<file path="config.mk">
export PLATFORM = sky130hd
export DESIGN_NAME = drive_ramp_ctrl
export DESIGN_NICKNAME = d
export VERILOG_FILES = /design/src/rtl/drive_pkg.sv /design/src/rtl/slew_step.sv /design/src/rtl/drive_ramp_ctrl.sv
export SDC_FILE = /design/constraint.sdc
export NUM_CORES = 1
export LEC_CHECK = 0
export CAP_MARGIN = 20
export CORE_ASPECT_RATIO = 1.4
export CORE_MARGIN = 5
export CORE_UTILIZATION = 58
export DETAILED_ROUTE_END_ITERATION = 10
export PLACE_DENSITY_LB_ADDON = 0.25
export SKIP_CTS_REPAIR_TIMING = 1
export SLEW_MARGIN = 10
export SYNTH_ARGS = -nofsm -noshare
export SYNTH_HDL_FRONTEND = slang
export SYNTH_SLANG_ARGS = --single-unit
</file>
<file path="constraint.sdc">
create_clock -name clk -period 13.1 [get_ports clk]
set_input_delay 2.62 -clock clk [delete_from_list [all_inputs] [get_ports clk]]
set_output_delay 2.62 -clock clk [all_outputs]
set_load 0.02 [all_outputs]
</file>
<file path="src/rtl/drive_pkg.sv">
// drive_pkg: ramp sequencer state encoding and default widths shared with the half-bridge driver
package drive_pkg;
  typedef enum logic [2:0] {
    IDLE      = 3'd0,
    RAMP_UP   = 3'd1,
    HOLD      = 3'd2,
    RAMP_DOWN = 3'd3,
    FAULT     = 3'd4
  } ramp_state_t;
  localparam int FREQ_W     = 19;
  localparam int DUTY_W     = 7;
  localparam int PHASE_W    = 9;
  localparam int DEADTIME_W = 8;
  localparam int TICK_W     = 24;
  localparam int FINC_W     = 16;
endpackage

</file>
<file path="src/rtl/slew_step.sv">
// slew_step: one saturating step of cur toward tgt by at most inc (inc of 0 acts as 1)
module slew_step #(
  parameter int W     = 8,
  parameter int INC_W = 8
) (
  input  logic [W-1:0]     cur,
  input  logic [W-1:0]     tgt,
  input  logic [INC_W-1:0] inc,
  output logic [W-1:0]     next,
  output logic             reached
);
  localparam int MW = (W > INC_W ? W : INC_W) + 1;
  logic [MW-1:0] c, t, d, s, m;
  always_comb begin
    c = MW'(cur);
    t = MW'(tgt);
    d = t > c ? t - c : c - t;
    s = inc == '0 ? MW'(1) : MW'(inc);
    m = s < d ? s : d;
    next = W'(t > c ? c + m : c - m);
    reached = next == tgt;
  end
endmodule

</file>
<file path="src/rtl/drive_ramp_ctrl.sv">
// drive_ramp_ctrl: soft-start/soft-stop sequencer slewing freq/duty/phase into the half-bridge driver
module drive_ramp_ctrl
  import drive_pkg::*;
#(
  parameter int FREQ_BITS     = FREQ_W,
  parameter int DUTY_BITS     = DUTY_W,
  parameter int PHASE_BITS    = PHASE_W,
  parameter int DEADTIME_BITS = DEADTIME_W,
  parameter int TICK_BITS     = TICK_W,
  parameter int FINC_BITS     = FINC_W
) (
  input  logic                     clk,
  input  logic                     rst,
  input  logic                     start,
  input  logic                     stop,
  input  logic                     update,
  input  logic                     fault,
  input  logic                     fault_clr,
  input  logic [FREQ_BITS-1:0]     tgt_freq,
  input  logic [DUTY_BITS-1:0]     tgt_duty,
  input  logic [PHASE_BITS-1:0]    tgt_phase,
  input  logic [FREQ_BITS-1:0]     start_freq,
  input  logic [FINC_BITS-1:0]     freq_inc,
  input  logic [TICK_BITS-1:0]     tick_div,
  input  logic [DEADTIME_BITS-1:0] deadtime_in,
  output logic [FREQ_BITS-1:0]     freq,
  output logic [DUTY_BITS-1:0]     duty,
  output logic [PHASE_BITS-1:0]    phase,
  output logic [DEADTIME_BITS-1:0] deadtime,
  output logic                     drv_en,
  output logic                     busy,
  output logic                     at_target,
  output logic                     fault_latched,
  output logic [2:0]               state
);
  ramp_state_t st, st_n;
  logic [FREQ_BITS-1:0] freq_n, lt_freq, lt_freq_n, f_step;
  logic [DUTY_BITS-1:0] duty_n, lt_duty, lt_duty_n, d_step;
  logic [PHASE_BITS-1:0] phase_n, lt_phase, lt_phase_n, p_step;
  logic [TICK_BITS-1:0] cnt, cnt_n;
  logic drv_en_n, at_target_n, fault_latched_n, f_hit, d_hit, p_hit, ramping, step;
  slew_step #(.W(FREQ_BITS), .INC_W(FINC_BITS)) u_freq (
    .cur(freq), .tgt(lt_freq), .inc(freq_inc), .next(f_step), .reached(f_hit)
  );
  slew_step #(.W(DUTY_BITS), .INC_W(1)) u_duty (
    .cur(duty), .tgt(lt_duty), .inc(1'b1), .next(d_step), .reached(d_hit)
  );
  slew_step #(.W(PHASE_BITS), .INC_W(1)) u_phase (
    .cur(phase), .tgt(lt_phase), .inc(1'b1), .next(p_step), .reached(p_hit)
  );
  assign ramping = st == RAMP_UP || st == RAMP_DOWN;
  assign step = ramping && cnt == tick_div;
  assign busy = st != IDLE;
  assign state = st;
  always_comb begin
    st_n = st;
    freq_n = freq;
    duty_n = duty;
    phase_n = phase;
    drv_en_n = drv_en;
    at_target_n = at_target;
    fault_latched_n = fault_latched;
    lt_freq_n = lt_freq;
    lt_duty_n = lt_duty;
    lt_phase_n = lt_phase;
    cnt_n = (step || !ramping) ? '0 : cnt + 1'b1;
    if (fault) begin
      st_n = FAULT;
      duty_n = '0;
      drv_en_n = 1'b0;
      at_target_n = 1'b0;
      fault_latched_n = 1'b1;
    end else if (st == FAULT) begin
      if (fault_clr) begin
        st_n = IDLE;
        fault_latched_n = 1'b0;
      end
    end else if (st == IDLE) begin
      if (start) begin
        st_n = RAMP_UP;
        lt_freq_n = tgt_freq;
        lt_duty_n = tgt_duty;
        lt_phase_n = tgt_phase;
        freq_n = start_freq;
        duty_n = '0;
        phase_n = '0;
        drv_en_n = 1'b1;
        cnt_n = '0;
      end
    end else if (st == RAMP_DOWN) begin
      if (step) begin
        duty_n = duty - DUTY_BITS'(duty != '0);
        st_n = duty <= DUTY_BITS'(1) ? IDLE : RAMP_DOWN;
        drv_en_n = duty > DUTY_BITS'(1);
      end
    end else if (stop) begin
      st_n = RAMP_DOWN;
      at_target_n = 1'b0;
      cnt_n = '0;
    end else if (update) begin
      // retarget slews from the present outputs, never back to start_freq
      st_n = RAMP_UP;
      lt_freq_n = tgt_freq;
      lt_duty_n = tgt_duty;
      lt_phase_n = tgt_phase;
      at_target_n = 1'b0;
      cnt_n = '0;
    end else if (st == RAMP_UP && step) begin
      freq_n = f_step;
      duty_n = d_step;
      phase_n = p_step;
      if (f_hit && d_hit && p_hit) begin
        st_n = HOLD;
        at_target_n = 1'b1;
      end
    end
  end
  always_ff @(posedge clk or negedge rst) begin
    if (!rst) begin
      st <= IDLE;
      freq <= '0;
      duty <= '0;
      phase <= '0;
      deadtime <= '0;
      drv_en <= 1'b0;
      at_target <= 1'b0;
      fault_latched <= 1'b0;
      lt_freq <= '0;
      lt_duty <= '0;
      lt_phase <= '0;
      cnt <= '0;
    end else begin
      st <= st_n;
      freq <= freq_n;
      duty <= duty_n;
      phase <= phase_n;
      deadtime <= deadtime_in;
      drv_en <= drv_en_n;
      at_target <= at_target_n;
      fault_latched <= fault_latched_n;
      lt_freq <= lt_freq_n;
      lt_duty <= lt_duty_n;
      lt_phase <= lt_phase_n;
      cnt <= cnt_n;
    end
  end
endmodule

</file>
# Word-level counts from Yosys, hierarchy flattened

Index checks and enable logic that the tools add are counted.

Input bits: 109
Register bits: 108

Add/subtract/negate cells: 14
Reduce and logical (&&, ||, !) cells: 29
Magnitude comparators: 8
Bitwise operators: 2
Eq/ne operators: 21
Muxes and demuxes: 83

Operators by type and width:

| operator                | number |
|---|---|
| $mux W19                | 13 |
| $mux W24                | 8 |
| $mux W9                 | 13 |
| $mux W7                 | 16 |
| $sub A19 B19 Y20        | 2 |
| $mux W3                 | 11 |
| $add A24 B1 Y24 const B | 1 |
| $eq A24 B24 Y1          | 1 |
| $reduce_bool A7 Y1      | 3 |
| $lt A16 B20 Y1          | 1 |
| $mux W20                | 1 |
| $sub A9 B9 Y10          | 2 |
| $add A19 B19 Y19        | 1 |
| $eq A19 B19 Y1          | 1 |
| $gt A19 B19 Y1          | 1 |
| $sub A19 B19 Y19        | 1 |
| $mux W1                 | 17 |
| $logic_not A16 Y1       | 1 |
| $mux W16                | 1 |
| $sub A7 B7 Y8           | 2 |
| $reduce_and A6 Y1       | 2 |
| $reduce_bool A4 Y1      | 3 |
| $lt A1 B10 Y1 const A   | 1 |
| $mux W10                | 1 |
| other kinds (35)        | 53 |

# Depth between registers and ports, before layout

Depth after elaboration: 17
Gate-level depth with buffers: 47
Gate-level depth less buffers: 43

# Modules after synthesis

From an unflattened synthesis, not the netlist that was laid out.

Cell total of the unflattened synthesis: 1,433
Area, all modules: 12,187.9 sq um

By module, submodules not included:

| module              | cells each | area each (sq um) | sequential area each (sq um) | times used |
|---|---|---|---|---|
| drive_ramp_ctrl     | 434        | 5,036.1           | 2,702.6                      | 1 |
| slew_step (u_freq)  | 609        | 4,270.3           | 0.0                          | 1 |
| slew_step (u_phase) | 224        | 1,636.6           | 0.0                          | 1 |
| slew_step (u_duty)  | 166        | 1,244.9           | 0.0                          | 1 |

# Least setup slack after synthesis

OpenSTA, ideal clock, no wires.

Path kind: register -> register
Start point: register freq[1]
End point: register st[0], in the netlist state[0]
Path slack: 3.397 ns
Arrival: 9.575 ns
Data required time: 12.972 ns
Buffers on the path: 4
Library setup time: 0.128 ns
Stages on the path, launching flop included: 44
Clock period less this slack: 9.703 ns
Path through: dfrtp_1 inv_1 fa_1 a31o_1 a221o_1 buf_6 o211ai_2 o211ai_1 and3_1 or2_2 ha_1 nand4_1 nor3_1 and3_1 nor3_1 or4_1 a311oi_1 nor4_4 [... 8 more ...] xor2_1 nand2_1 o21ai_0 ha_1 clkbuf_1 a21o_1 a21oi_1 o21ai_1 and2_1 or3_1 and3_1 a311oi_1 nand2_1 or4_1 or3_1 nand4_1 nor2_2 mux2_1

Word-level cells in the longest chain between the ends: 11

Ends and longest elaborated chain:

| item                                                        | RTL line                         | source |
|---|---|---|
| from (decl)                                                 | drive_ramp_ctrl.sv:26            | `output logic [FREQ_BITS-1:0] freq,` |
| from (signal assigned)                                      | drive_ramp_ctrl.sv:134           | `freq <= freq_n;` |
| $sub A19 B19 Y20 / $gt A19 B19 Y1 (equally long branches)   | slew_step.sv:17, slew_step.sv:20 |  |
| $mux W20                                                    | slew_step.sv:17                  | `d = t > c ? t - c : c - t;` |
| $lt A16 B20 Y1                                              | slew_step.sv:19                  | `m = s < d ? s : d;` |
| $mux W19                                                    | slew_step.sv:19                  |  |
| $sub A19 B19 Y19 / $add A19 B19 Y19 (equally long branches) | slew_step.sv:20                  | `next = W'(t > c ? c + m : c - m);` |
| $mux W19 *                                                  | slew_step.sv:20                  |  |
| $eq A19 B19 Y1 *                                            | slew_step.sv:21                  | `reached = next == tgt;` |
| $logic_and A1 B1 Y1 * (2 in series)                         | drive_ramp_ctrl.sv:112           | `if (f_hit && d_hit && p_hit) begin` |
| $reduce_bool A7 Y1 (no source line) *                       | -                                |  |
| $reduce_and A5 Y1 (no source line) *                        | -                                |  |
| to (signal assigned)                                        | drive_ramp_ctrl.sv:133           | `st <= st_n;` |
| to (decl)                                                   | drive_ramp_ctrl.sv:36            | `ramp_state_t st, st_n;` |

Mark *: on every way between the ends. The rest lies on a longest branch, timed or not.
A chain may end at the register's enable or synchronous reset.

# Final worst setup path

Start point: register lt_freq[6]
End point: register st[1], in the netlist state[1]

Word-level cells in the longest chain between the ends: 11

Ends and longest elaborated chain:

| item                                                        | RTL line                         | source |
|---|---|---|
| from (decl)                                                 | drive_ramp_ctrl.sv:37            | `logic [FREQ_BITS-1:0] freq_n, lt_freq, lt_freq_n, f_step;` |
| from (signal assigned)                                      | drive_ramp_ctrl.sv:141           | `lt_freq <= lt_freq_n;` |
| $sub A19 B19 Y20 / $gt A19 B19 Y1 (equally long branches)   | slew_step.sv:17, slew_step.sv:20 |  |
| $mux W20                                                    | slew_step.sv:17                  |  |
| $lt A16 B20 Y1                                              | slew_step.sv:19                  |  |
| $mux W19                                                    | slew_step.sv:19                  |  |
| $sub A19 B19 Y19 / $add A19 B19 Y19 (equally long branches) | slew_step.sv:20                  |  |
| $mux W19                                                    | slew_step.sv:20                  |  |
| $eq A19 B19 Y1 *                                            | slew_step.sv:21                  |  |
| $logic_and A1 B1 Y1 * (2 in series)                         | drive_ramp_ctrl.sv:112           |  |
| $reduce_bool A7 Y1 (no source line) *                       | -                                |  |
| $reduce_and A5 Y1 (no source line) *                        | -                                |  |

Marked as above.

==> summary.md <==
| Metric | Value |
|---|---|
| Outcome | `completed` |
| Sum Neg Setup Slack | `0 ns` |
| Layout cells sized above 1 | `3.30%` |
| Worst clock skew | `0.00871 ns` |
| Maximum single-stage delay on the critical path | `0.60 ns` |
| Number of register bits inferred by synthesis | `roughly 110` |
| Post-detailed-route count of antenna-violating nets | `0` |
| Worst reg-to-reg setup slack | `2.10 ns` |
| Number of distinct library cell variants in the gate-level netlist after synthesis | `just over 80` |
| Netlist area before placement | `~12000 um^2` |
| Syn. warnings | `0` |
| Fill cell count | `approximately 1800` |
| Detail Placement HPWL | `32000 um` |
| Number of primary I/O pins | `~160` |
| Critical path data required time | `about 13 ns` |
| Met1 global-route usage | `about 36%` |
| Critical path class | `flop to flop` |
| Number of buffers between clock root and the deepest sink | `2` |
| Worst setup slack before clock tree synthesis | `around 2.3 ns` |
| Number of standard cells in the final layout excluding fillers | `approximately 2000` |
| Type of destination of the critical path | `flop` |
| Port bufs | `approximately 160` |
| Proportion of synthesized chip area in sequential cells | `22.0%` |
| Global-route wire length before repair | `approximately 63000 um` |
| Vias/cell | `~6.3` |
| Area inside the core boundary | `about 21000 um^2` |
| Type of the most critical hold path | `flop to flop` |
| Period Utilization, post-route | `84.0%` |
| Global-route total usage across every layer | `about a third` |
| Inst Count DP | `between 1500 and 2000` |
| Routability Congestion | `between 1 and 1.5` |
| Dominant register cell in the synthesized netlist | `dfrtp_1` |
| Average cell area after synthesis | `between 7 and 8 um^2` |
| Layer with the highest usage after global routing | `met2` |
| Count of final setup violators | `0` |
| Fmax | `between 90 and 100 MHz` |
| EDFF count, synth | `0` |
| Final number of hold-violating endpoints | `0` |
| Library cell contributing the largest single delay on the critical path | `or4_1` |
| Max-slew violations | `0` |
| Final critical delay including setup and external delays | `about 11 ns` |
| RSZ-0062 raised after global routing | `false` |
| Vias in the first global route | `~12000` |
| Clock tree from TritonCTS | `done` |
| Vias | `about 12000` |
| Latest clock arrival within the worst-skew pair | `roughly 0.38 ns` |
| Residual DRC | `0` |
| Peak fanout along the critical path | `19` |
| Initial antenna violation count | `0` |
| Met2 track utilization from global routing | `roughly 59%` |
| Number of violations of the max-capacitance limit | `0` |
| GR Layer Usage met3 | `4.44%` |
| Worst setup slack after layout | `about 2.1 ns` |
| Number of DRC violations after detailed-routing iteration 0 | `slightly below 1000` |
| Average wire per cell in the routed design | `~21 um` |
| Height of the chip | `182 um` |
| Number of nets in the layout | `1930` |
| H-tree levels | `3` |
| Pin count of the biggest net entering global routing | `64` |
| Number of inserted diodes | `0` |
| Total clock buffers created by CTS | `9` |
| Slew headroom | `37.1%` |
| Clock edge transition at the registers on the reported setup and hold paths | `roughly 0.080 ns` |
| Data arrival, critical path | `11.26 ns` |
| Area overhead of the layout relative to synthesis | `16.2%` |
| Number of sinks driven by the clock tree | `108` |
| Root buffer cell | `clkbuf_16` |
| Launching element type of the critical path | `flop` |
| Synthesized instance count | `about 1600` |
| Slew at the pin closest to its max-slew limit | `approximately 0.94 ns` |
| DIE AREA | `24200 um^2` |
| Number of iterations in the first detailed-routing pass | `6` |
| Die X-Extent | `~130 um` |
| Remaining global-route overflow | `0` |
| Drt total wl | `between 40000 and 50000 um` |
| Number of rows created at floorplan | `63` |
| Initial Util | `approximately three fifths` |
| Post-synth ARST share | `100%` |
[synthesized netlist by cell type (4+ instances only)]
library cell | count | area share, %
nand4_1 | 23 | 1.2
nand3b_1 | 6 | 0.37
nand3_1 | 42 | 1.7
o32ai_1 | 5 | 0.36
buf_2 | 11 | 0.45
nor4_1 | 21 | 1.1
o2111ai_1 | 5 | 0.36
mux2i_1 | 26 | 2.1
a211o_1 | 4 | 0.28
and4_1 | 5 | 0.36
and2_1 | 10 | 0.51
a21o_1 | 38 | 2.3
a311oi_1 | 7 | 0.50
o31ai_1 | 5 | 0.31
o21a_1 | 13 | 0.79
ha_1 | 121 | 12
a221oi_1 | 4 | 0.28
nor3_1 | 28 | 1.1
o21ai_0 | 118 | 4.8
a31oi_1 | 24 | 1.2
nor2_1 | 143 | 4.4
xnor3_1 | 8 | 1.5
nor2b_1 | 24 | 1.2
a211oi_1 | 23 | 1.4
or2_2 | 10 | 0.51
o211ai_1 | 11 | 0.67
o21bai_1 | 8 | 0.49
xnor2_1 | 85 | 6.1
or4_1 | 8 | 0.49
a21boi_0 | 5 | 0.31
dfrtp_1 | 108 | 22
or3_1 | 22 | 1.1
nor3b_1 | 9 | 0.55
and3_1 | 23 | 1.2
nand2b_1 | 11 | 0.56
xor2_1 | 50 | 3.6
o21ai_1 | 4 | 0.16
a21oi_1 | 117 | 4.8
buf_6 | 4 | 0.37
nand2_1 | 152 | 4.6
clkbuf_1 | 59 | 1.8
o22ai_1 | 6 | 0.31
fa_1 | 9 | 1.5
inv_1 | 113 | 3.5
[critical path, delay by kind of cell, from the launching register on]
family / cells / cell delay [ns]
and+or+nand+nor: 25 / 5.49
AOI/OAI and AO/OA: 9 / 2.60
adders and majority gates: 4 / 1.42
DFF: 1 / 0.47
xor gates and xnor gates: 1 / 0.30
muxes: 1 / 0.30
buffers and inverters: 1 / 0.29
[flip-flops by register name, indices dropped and copies added, names as in the netlist]
name / flops
lt_freq: 19
drv_en: 1
at_target: 1
freq: 19
phase: 9
lt_phase: 9
deadtime: 8
duty: 7
lt_duty: 7
state: 3
cnt: 24
fault_latched: 1
[routing by layer]
layer / up-vias / routed length [um]
met5: - / 0
met1: 5814 / 15100
met4: 0 / 2720
li1: 5841 / -
met3: 156 / 2120
met2: 522 / 20500
[cell usage in the layout (no fill, tap or decap), drive strengths merged, types with 8 or more instances in the layout]
master,synthesis,routed
clkdlybuf4s50,0,157
nand2,152,152
nor2,144,144
o21ai,122,122
ha,121,121
a21oi,117,117
inv,113,115
dfrtp,108,108
xnor2,86,86
xor2,50,50
nand3,42,42
a21o,38,38
nor3,29,29
mux2i,26,26
nor2b,24,24
a31oi,24,24
nand4,23,23
and3,23,23
a211oi,23,23
nor4,23,23
or3,22,22
o21a,13,13
buf,19,12
o211ai,12,12
nand2b,11,11
and2,11,11
or2,10,10
nor3b,10,10
clkbuf,59,10
fa,9,9
or4,8,8
o21bai,8,8
xnor3,8,8
[stage by stage]
step	util, %	cell area, um^2	hold slack [ns]
3_3_place_gp	66.4	14000	0.472
3_5_place_dp	66.4	14000	0.488
6_report	67.8	14300	0.502
5_1_grt	67.8	14300	0.554
4_1_cts	67.8	14300	0.511
2_1_floorplan	-	12300	0.492
[cell type report]
type / instances / area (um^2) / share of cell area [%]
clock inverters: 5 / 70.1 / 0.491
repair buffers: 169 / 1660 / 11.6
well taps: 260 / 325 / 2.28
flip-flops and latches: 108 / 2700 / 18.9
inverters: 113 / 424 / 2.97
clock buffers: 10 / 239 / 1.67
multi-input cells: 1290 / 8860 / 62.0
[cells by family (layout without fill, tap and decap cells)]
| family | Yosys count | count (layout) | synth area share [%] |
|---|---|---|---|
| and+or+nand+nor | 551 | 551 | 22.2 |
| buffers and inverters | 191 | 297 | 6.22 |
| other | 1 | 2 | 0.0305 |
| adders and majority gates | 130 | 130 | 13.8 |
| xor gates and xnor gates | 144 | 144 | 11.2 |
| DFF | 108 | 108 | 22.0 |
| AOI/OAI and AO/OA | 433 | 433 | 22.0 |
| muxes | 30 | 30 | 2.51 |
[worst paths after layout]
path,startpoint,endpoint,depth (start not counted)
hold / removal,fault_latched$_DFFE_PN0P_,fault_latched$_DFFE_PN0P_,2
setup reg to reg,lt_freq[6]$_DFFE_PN0P_,state[1]$_DFFE_PN0P_,41
setup / recovery,lt_freq[6]$_DFFE_PN0P_,state[1]$_DFFE_PN0P_,41
min in group asynchronous,rst,deadtime[4]$_DFF_PN0_,1
hold reg to reg,fault_latched$_DFFE_PN0P_,fault_latched$_DFFE_PN0P_,2
max in group asynchronous,rst,lt_phase[7]$_DFFE_PN0P_,2
Power is not shown: default switching activity piles up to over one toggle a cycle in this logic, so the estimate is an artifact.
